**config.mk**
```make
export PLATFORM = sky130hd
export DESIGN_NAME = multicycle_cpu
export DESIGN_NICKNAME = d
export VERILOG_FILES = /design/src/rtl/multicycle_cpu.sv
export SDC_FILE = /design/constraint.sdc
export NUM_CORES = 1
export LEC_CHECK = 0
export BUFFER_PORTS_ARGS = -buffer_cell sky130_fd_sc_hd__clkbuf_2
export CAP_MARGIN = 20
export CORE_ASPECT_RATIO = 1.75
export CORE_MARGIN = 5
export CORE_UTILIZATION = 35
export DETAILED_ROUTE_END_ITERATION = 16
export GPL_ROUTABILITY_DRIVEN = 0
export PLACE_DENSITY_LB_ADDON = 0.15
export SLEW_MARGIN = 5
export SYNTH_ARGS = -nofsm -noshare
export SYNTH_HDL_FRONTEND = slang
export SYNTH_SLANG_ARGS = --single-unit
export TNS_END_PERCENT = 5
```
**constraint.sdc**
```tcl
create_clock -name clock -period 7.3 [get_ports clock]
set_clock_uncertainty 0.1 [all_clocks]
set_input_delay 1.46 -clock clock [delete_from_list [all_inputs] [get_ports clock]]
set_output_delay 1.46 -clock clock [all_outputs]
set_load 0.02 [all_outputs]
```
**src/rtl/multicycle_cpu.sv**
```systemverilog
// multicycle_cpu
//   Four-register, 16-bit-instruction multicycle CPU. Each instruction walks
//   FETCH -> DECODE -> EXEC (-> WB for ALU/addi) and returns to FETCH.
//   Fetching 16'hFFFF parks the machine in HALT until reset.
//
// Ports
//   clock      sole clock, rising edge
//   resetn     asynchronous active-low reset
//   imem_req   fetch request, high only while in FETCH and out of reset
//   imem_addr  fetch byte address, always equal to pc
//   imem_ack   fetch data valid; ignored outside FETCH
//   imem_data  fetched instruction
//   pc         program counter
//   ir         latched instruction
//   alu_out    registered last ALU result
//   halted     high in HALT
//   retired    retired-instruction counter (wraps)
//   state      FSM state: FETCH=0 DECODE=1 EXEC=2 WB=3 HALT=4
module multicycle_cpu #(
    parameter int unsigned DATA_W = 16,
    parameter int unsigned PC_W   = 16
) (
    input  logic              clock,
    input  logic              resetn,
    output logic              imem_req,
    output logic [PC_W-1:0]   imem_addr,
    input  logic              imem_ack,
    input  logic [15:0]       imem_data,
    output logic [PC_W-1:0]   pc,
    output logic [15:0]       ir,
    output logic [DATA_W-1:0] alu_out,
    output logic              halted,
    output logic [15:0]       retired,
    output logic [2:0]        state
);

    typedef enum logic [2:0] {
        S_FETCH  = 3'd0,
        S_DECODE = 3'd1,
        S_EXEC   = 3'd2,
        S_WB     = 3'd3,
        S_HALT   = 3'd4
    } state_t;

    localparam logic [3:0] OP_ADD  = 4'd0;
    localparam logic [3:0] OP_SUB  = 4'd1;
    localparam logic [3:0] OP_AND  = 4'd2;
    localparam logic [3:0] OP_OR   = 4'd3;
    localparam logic [3:0] OP_NOR  = 4'd4;
    localparam logic [3:0] OP_NAND = 4'd5;
    localparam logic [3:0] OP_SLT  = 4'd6;
    localparam logic [3:0] OP_ADDI = 4'd7;
    localparam logic [3:0] OP_BEQ  = 4'd10;
    localparam logic [3:0] OP_BNE  = 4'd11;

    state_t            r_state;
    state_t            w_next_state;
    logic [PC_W-1:0]   r_pc;
    logic [15:0]       r_ir;
    logic [DATA_W-1:0] r_alu;
    logic [DATA_W-1:0] r_a;
    logic [DATA_W-1:0] r_b;
    logic [15:0]       r_retired;
    // r_regs[0] is reset to zero and never written, so it always reads 0
    logic [DATA_W-1:0] r_regs [4];

    logic [3:0]        w_opcode;
    logic [1:0]        w_rs;
    logic [1:0]        w_rt;
    logic [1:0]        w_rd;
    logic [1:0]        w_dest;
    logic [DATA_W-1:0] w_simm;
    logic [PC_W-1:0]   w_br_off;
    logic [DATA_W-1:0] w_result;
    logic              w_is_alu;
    logic              w_is_branch;
    logic              w_taken;

    assign w_opcode    = r_ir[15:12];
    assign w_rs        = r_ir[11:10];
    assign w_rt        = r_ir[9:8];
    assign w_rd        = r_ir[7:6];
    assign w_dest      = (w_opcode == OP_ADDI) ? w_rt : w_rd;
    assign w_simm      = {{(DATA_W-8){r_ir[7]}}, r_ir[7:0]};
    // branch displacement counts halfwords: sign-extend imm, then shift left one
    assign w_br_off    = {{(PC_W-9){r_ir[7]}}, r_ir[7:0], 1'b0};
    assign w_is_alu    = (w_opcode <= OP_ADDI);
    assign w_is_branch = (w_opcode == OP_BEQ) || (w_opcode == OP_BNE);
    assign w_taken     = (w_opcode == OP_BEQ) ? (r_a == r_b) : (r_a != r_b);

    always_comb begin
        w_result = '0;
        case (w_opcode)
            OP_ADD:  w_result = r_a + r_b;
            OP_SUB:  w_result = r_a - r_b;
            OP_AND:  w_result = r_a & r_b;
            OP_OR:   w_result = r_a | r_b;
            OP_NOR:  w_result = ~(r_a | r_b);
            OP_NAND: w_result = ~(r_a & r_b);
            OP_SLT:  w_result = {{(DATA_W-1){1'b0}}, ($signed(r_a) < $signed(r_b))};
            OP_ADDI: w_result = r_a + w_simm;
            default: w_result = '0;
        endcase
    end

    // State register
    always_ff @(posedge clock or negedge resetn) begin
        if (!resetn) begin
            r_state <= S_FETCH;
        end else begin
            r_state <= w_next_state;
        end
    end

    // Next-state logic
    always_comb begin
        w_next_state = r_state;
        case (r_state)
            S_FETCH:  if (imem_ack) w_next_state = S_DECODE;
            S_DECODE: w_next_state = (r_ir == 16'hFFFF) ? S_HALT : S_EXEC;
            S_EXEC:   w_next_state = w_is_alu ? S_WB : S_FETCH;
            S_WB:     w_next_state = S_FETCH;
            S_HALT:   w_next_state = S_HALT;
            default:  w_next_state = S_FETCH;
        endcase
    end

    // State-decoded outputs; the request is also gated by reset so it drops
    // immediately when resetn falls
    always_comb begin
        imem_req = resetn && (r_state == S_FETCH);
        halted   = (r_state == S_HALT);
    end

    // Datapath
    always_ff @(posedge clock or negedge resetn) begin
        if (!resetn) begin
            r_pc      <= '0;
            r_ir      <= '0;
            r_alu     <= '0;
            r_a       <= '0;
            r_b       <= '0;
            r_retired <= '0;
            for (int unsigned i = 0; i < 4; i++) begin
                r_regs[i] <= '0;
            end
        end else begin
            case (r_state)
                S_FETCH: begin
                    if (imem_ack) begin
                        r_ir <= imem_data;
                        r_pc <= r_pc + PC_W'(2);
                    end
                end
                S_DECODE: begin
                    r_a <= r_regs[w_rs];
                    r_b <= r_regs[w_rt];
                end
                S_EXEC: begin
                    if (w_is_alu) begin
                        r_alu <= w_result;
                    end else begin
                        // branches and nops retire here; pc already points past the branch
                        if (w_is_branch) begin
                            r_alu <= r_a - r_b;
                            if (w_taken) r_pc <= r_pc + w_br_off;
                        end
                        r_retired <= r_retired + 16'd1;
                    end
                end
                S_WB: begin
                    if (w_dest != 2'd0) r_regs[w_dest] <= r_alu;
                    r_retired <= r_retired + 16'd1;
                end
                default: ;
            endcase
        end
    end

    assign imem_addr = r_pc;
    assign pc        = r_pc;
    assign ir        = r_ir;
    assign alu_out   = r_alu;
    assign retired   = r_retired;
    assign state     = r_state;

endmodule

```
==> summary.txt, run 1 <==
PD cells - 495.7 mW/mm^2
Reg2reg start - ir[15]
DR vias - 8124
Io pins - 104
Hold buffers post-CTS - 0
Clock sink total - 162
Core box area - 0.02995 mm^2
Mean post-synth cell area - 9.998 um^2
Peak supply drop - 0.2047 mV
CTS buffer count - 17
Worst Reg-to-Reg Cells - 13
Die Y-Extent - 239.8 um
CTS tree - built
Status - completed
Mapped cell area - 0.01056 mm^2
Initial antenna violation count - 0
CTS H-tree lvls - 4
FP Rows - 84
ANT nets after route - 0
Final WL - 32.01 mm
Slew Viols, Final - 0
Post-layout net count - 1225
Die width - 141.3 um
Synthesized flop and latch total - 162
Final Hold Fails - 0
HP Class - reg -> reg
Post-synth top area share - 38.40%
Register area share after synthesis - 38.40%
Routed WL per cell - 21.04 um
Unrepaired setup endpoints after global routing - no
Hold path endpoint - r_regs[49]
DRT iter0 DRCs - 479
DR DRC count - 0
Yosys top cell by area - dfrtp_1
Worst Path Required - 7.52 ns
Commonest non-fill, non-tap cell in the layout - dfrtp_1
Ys async rst share - 100.0%
Commonest cells after routing, fill and taps aside - dfrtp_1, nand2_1, clkbuf_2
Initial Util - 35.25%
Die ar. - 0.03388 mm^2
Crit path launch - ir[15]
Post-CTS Setup Bufs - 0
Global-route wire length before repair - 49.42 mm
Max-Cap Viols - 0
Clock Path Buffers - 2
Worst-skew pair later-pin latency - 0.45 ns
Fin crit share - 51.77%
Clock Tree Root - clkbuf_16
PortBufs - 101
Post-synth top flop - dfrtp_1
Worst hold start - r_regs[49]
Total congestion overflow - 0
Pwr Total - 5941 uW
Vias in the first global route - 8445
Netlist cell types - 64
Setup TNS - 0 ns
Antenna diodes - 0
Syn Inst Count - 1056
Reg clk slew, reported paths - 0.07 ns
Fmax - 0.2646 GHz
GRT Overall Usage - 19.39%
Filler Cell Count - 3058
Critical Path AT - 4.00 ns
CTS-repair resized insts - 0
Flop-to-flop setup slack - 3.52 ns
Synthesis Warnings - 0
Worst Tran Pin Value - 1.054 ns
Pin count of the biggest net entering global routing - 71
Setup violators final - 0
Drt pass-1 iters - 5
Layout cells sized above 1 - 23.63%
CP Launch Type - register
Largest cells by area after synthesis - dfrtp_1, ha_1, mux2_2
Post-layout min period - 3.779 ns
Leak pwr - 0.005584 uW
Critical Path Sink Type - register
Area Overhead vs Synth - 13.53%
Setup Crit Path Kind - reg -> reg
Cells on Worst Hold Path - 0
Vias per cell - 5.341
Hpwl dp - 23.89 mm
Max-Slew Margin vs Limit - 29.47%
Reg2reg end - alu_out[15]
Number of flops mapped to enable cells by yosys - 0
Worst Path Max Fanout - 23
## report_power, final
| group | internal (uW) | total [uW] | leakage [uW] | switching, uW |
|---|---|---|---|---|
| Combinational | 1360 | 3370 | 0.00323 | 2000 |
| Sequential | 1230 | 1610 | 0.00206 | 374 |
| Clock | 563 | 966 | 0.000300 | 402 |
## cell usage after synthesis, drive strengths merged (8+ instances only)
cell / number
a21oi: 55
nor2b: 8
xnor2: 32
a21o: 9
a31oi: 13
buf: 33
and2: 10
nand4: 8
mux2i: 22
ha: 81
xor2: 22
nor2: 60
nor3: 12
nand2: 106
nand2b: 10
inv: 75
mux2: 68
a211oi: 16
o21ai: 80
clkbuf: 43
mux4: 32
dfrtp: 162
nand3: 11
## area by class of cell
type	count	area (um^2)	share of cell area, %
inverters	76	285.3	2.380
clock buffers	19	452.9	3.779
multi-input cells	743	5871	48.98
well taps	387	484.2	4.040
clock inverters	12	171.4	1.430
repair buffers	122	666.9	5.564
flip-flops and latches	162	4055	33.83
## sequential cells by signal, summed over array words and instances (netlist names)
register,count
r_regs,64
retired,16
ir,16
r_a,16
alu_out,16
imem_addr,15
r_b,16
state,3
## stage by stage
step           instances  utilization, %  hold WS [ns]  setup slack, ns  area, um^2
2_1_floorplan       1057               -        0.3413            4.070       10560
3_3_place_gp        1488           37.89        0.2773            3.563       11350
3_5_place_dp        1488           37.89        0.2827            3.536       11350
4_1_cts             1519           39.97        0.3015            3.505       11970
5_1_grt             1521           40.02        0.3089            3.271       11990
6_report            1521           40.02        0.2971            3.521       11990
## cells by family after synthesis
| group | Yosys count | share of synthesized area [%] |
|---|---|---|
| AO/OA/AOI/OAI | 230 | 13.72 |
| flip-flops | 162 | 38.40 |
| adder cells (fa/ha/maj) | 84 | 10.17 |
| multiplexers | 122 | 16.16 |
| AND/OR/NAND/NOR | 251 | 10.89 |
| buffers and inverters | 152 | 6.139 |
| other | 1 | 0.03552 |
| XOR/XNOR | 54 | 4.480 |
## worst max-delay path by stage
stage	cells after the start	endpoint	slack (ns)
3_5_place_dp	13	alu_out[15]	3.54
3_3_place_gp	3	imem_req	3.56
2_1_floorplan	1	imem_req	4.07
5_1_grt	13	alu_out[15]	3.27
4_1_cts	13	alu_out[15]	3.50
6_report	13	alu_out[15]	3.52
## per-layer routing
layer	GRT usage, %	share of wire [%]	vias to the layer above
met4	11.75	5.9	0
met3	2.897	3.8	66
li1	-	-	3840
met5	0	0	-
met1	20.46	36	4010
met2	35.77	54	208
## worst max-delay path: stages (launching register included)
cell and delay [ns]:
dfrtp_1 0.36, buf_4 0.23, nand4b_1 0.39, buf_4 0.34
or2_2 0.41, nand2_1 0.09, ha_1 0.23, and4_1 0.23
nand2_1 0.08, o2111ai_1 0.23, a21boi_0 0.49, nor4_1 0.12
nor4_1 0.21, a31oi_1 0.11
Power figures use the tool's default switching activity.
==> run 2: changes to the inputs <==
--- a/config.mk
+++ b/config.mk
@@ -5,6 +5,7 @@
 export SDC_FILE = /design/constraint.sdc
 export NUM_CORES = 1
 export LEC_CHECK = 0
+export ABC_AREA = 1
 export BUFFER_PORTS_ARGS = -buffer_cell sky130_fd_sc_hd__clkbuf_2
 export CAP_MARGIN = 20
 export CORE_ASPECT_RATIO = 1.75
==> constraint.sdc (replaced) <==
create_clock -name clock -period 3.57 [get_ports clock]
set_clock_uncertainty 0.1 [all_clocks]
set_input_delay 0.714 -clock clock [delete_from_list [all_inputs] [get_ports clock]]
set_output_delay 0.714 -clock clock [all_outputs]
set_load 0.02 [all_outputs]
==> run 2 against run 1 <==
Net effect:
- first-iteration DRC count grew 35%
- register-to-register slack lost 3.2 ns
- worst hold slack lost 0.045 ns
- non-clock buffer count shrank 5
- final area grew 4.1%
- via count grew 22%
- synthesized area grew 6.3%
- critical path type unchanged
- largest cell class unchanged
==> summary.txt, run 2 <==
Status - completed
Setup violators final - 0
Reg2reg start - ir[15]
Reg clk slew, reported paths - 0.07 ns
Flop-to-flop setup slack - 0.36 ns
Post-layout min period - 3.214 ns
PortBufs - 101
Slowest CP cell - dfrtp_1
FP Rows - 86
Area Overhead vs Synth - 11.19%
CP Launch Type - register
Initial antenna violation count - 0
Reg area - 0.004056 mm^2
Hold buffers post-CTS - 0
Clock Tree Root - clkbuf_16
Post-synth top flop - dfrtp_1
Antenna diodes - 0
Syn Inst Count - 1522
Yosys top cell by area - dfrtp_1
Area of the multi-input gates - 0.005934 mm^2
Hpwl dp - 25.06 mm
Core box area - 0.03164 mm^2
Setup WS pre-CTS - 0.4077 ns
Compound-gate portion of the synthesized area - 16.90%
Slew Viols, Final - 0
Mean post-synth cell area - 7.376 um^2
Setup TNS - 0 ns
Worst Path Required - 3.81 ns
Fin crit share - 90.04%
CTS buffer count - 17
Most common cell in the netlist - nand2_1
Final Worst Setup Slack - 0.3556 ns
Main combinational cell family by area after synthesis - simple AND/OR/NAND/NOR gates
Ys async rst share - 100.0%
Initial Util - 35.49%
Drt pass-1 iters - 5
Largest register FFs - 64
Reg2reg end - alu_out[15]
Fmax - 0.3111 GHz
Critical Path End - alu_out[15]
HP Class - in -> async
Die Y-Extent - 246.9 um
Register area share after synthesis - 36.11%
DR DRC count - 0
Commonest cells after routing, fill and taps aside - nand2_1, inv_1, dfrtp_1
Final Hold Fails - 0
Global-route wire length before repair - 53.43 mm
Commonest non-fill, non-tap cell in the layout - nand2_1
Largest cells by area after synthesis - dfrtp_1, nand2_1, ha_1
DR vias - 9921
Max incr delay on CP - 0.48 ns
Crit path cell chain - inv_2 -> nand2_1 -> nor2_4 -> nand2_1 -> o21ai_0 -> inv_1 -> ha_1 -> nand2_1 -> inv_1 -> nand2_1 -> nor3_1 -> nand2_1 -> nand3_1 -> nand2_1 -> nand2_1 -> nand3_1 -> nand2_1 -> nand2_1
Worst Reg-to-Reg Cells - 18
Number of flops mapped to enable cells by yosys - 0
Synth Area in Simple Gates - 23.26%
Io pins - 104
Post-synth top cells - nand2_1, inv_1, dfrtp_1
Synthesized flop and latch total - 162
CTS H-tree lvls - 4
Pin count of the biggest net entering global routing - 163
Final WL - 33.20 mm
Netlist cell types - 47
Post-Synth XOR/XNOR Area - 2.730%
Crit path launch - ir[15]
Reg with most FFs - r_regs
Routed WL per cell - 16.74 um
Cell mode on critical path - nand2_1
Setup Crit Path Kind - reg -> reg
Critical Path Sink Type - register
Post-layout net count - 1677
Vias per cell - 5.003
Die ar. - 0.03590 mm^2
Post-CTS Setup Bufs - 0
CTS tree - built
Total congestion overflow - 0
Critical path depth - 18
Filler Cell Count - 3447
ANT nets after route - 0
Post-Synth Adder-Cell Area - 9.562%
Synthesis Warnings - 0
Critical Path AT - 3.45 ns
Vias in the first global route - 10030
PD cells - 1120 mW/mm^2
Leak pwr - 0.006513 uW
Layout cells sized above 1 - 13.30%
GRT Overall Usage - 18.69%
CTS-repair resized insts - 0
CP bufs+invs - 3
Crit-path leading delay family - simple AND/OR/NAND/NOR gates
Worst-skew pair later-pin latency - 0.45 ns
Mux share of post-synthesis cell area - 0.3009%
Clock Path Buffers - 2
Max-Slew Margin vs Limit - 33.85%
Die width - 145.4 um
Worst Path Max Fanout - 9
DRT iter0 DRCs - 648
Peak supply drop - 0.4400 mV
Max-Cap Viols - 0
Worst Tran Pin Value - 0.9923 ns
Post-synth top area share - 36.11%
Clock sink total - 162
Unrepaired setup endpoints after global routing - no
Mapped cell area - 0.01123 mm^2
[run 2: cell count changes after synthesis, moves of 32 or more]
| cell | previous run | this run |
|---|---|---|
| inv_1 | 75 | 206 |
| mux2_2 | 68 | 3 |
| nand2_1 | 106 | 353 |
| nand3_1 | 11 | 60 |
| a21oi_1 | 54 | 91 |
| nor2_1 | 60 | 145 |
| mux4_2 | 32 | 0 |
[run 2: per-stage QoR]
step | cell area, um^2 | util [%] | total power, uW | hold WS, ns | std cells
finish | 12480 | 39.46 | 13980 | 0.2520 | 1983
detailed placement | 11920 | 37.68 | 12240 | 0.2803 | 1951
floorplan | 11230 | - | 9734 | 0.3184 | 1523
global placement | 11920 | 37.68 | 12150 | 0.2773 | 1951
global route | 12480 | 39.46 | 15400 | 0.3058 | 1983
CTS | 12480 | 39.46 | 14110 | 0.2943 | 1983
[run 2: where the power goes]
| part | switching, uW | internal (uW) | leakage, uW | total (uW) |
|---|---|---|---|---|
| Clock | 805 | 995 | 0.000283 | 1800 |
| Combinational | 5810 | 2970 | 0.00423 | 8780 |
| Sequential | 825 | 2580 | 0.00200 | 3400 |
| Total | 7440 | 6550 | 0.00651 | 14000 |
[run 2: worst min-delay path by stage]
stage	endpoint	slack, ns	cells past startpoint	startpoint
6_report	imem_addr[10]	0.25	2	resetn
5_1_grt	r_regs[55]	0.31	0	r_regs[55]
4_1_cts	r_regs[61]	0.29	0	r_regs[61]
3_5_place_dp	r_regs[61]	0.28	0	r_regs[61]
2_1_floorplan	alu_out[0]	0.32	0	resetn
3_3_place_gp	r_regs[61]	0.28	0	r_regs[61]
[run 2: kinds of logic (layout without fill, tap and decap cells)]
family                     count (synthesis)  after routing
DFF                                      162            162
xor gates and xnor gates                  35             35
adders and majority gates                 84             84
AOI/OAI and AO/OA                        322            322
other                                      1              2
buffers and inverters                    295            359
muxes                                      3              3
and+or+nand+nor                          620            620
[run 2: final cells by class]
cell class | count | share of cell area [%]
multi-input combinational | 1066 | 47.54
sequential | 162 | 32.49
inverter | 210 | 6.315
timing repair buffer | 117 | 5.162
tap | 396 | 3.969
clock buffer | 19 | 3.628
clock inverter | 13 | 0.8921
[run 2: routing by layer]
metal | up-vias | track usage, % | part of all wire (%)
met3 | 73 | 2.457 | 3.1
li1 | 5003 | - | -
met5 | - | 0 | 0
met4 | 0 | 9.198 | 4.3
met2 | 201 | 34.43 | 52
met1 | 4644 | 21.08 | 41
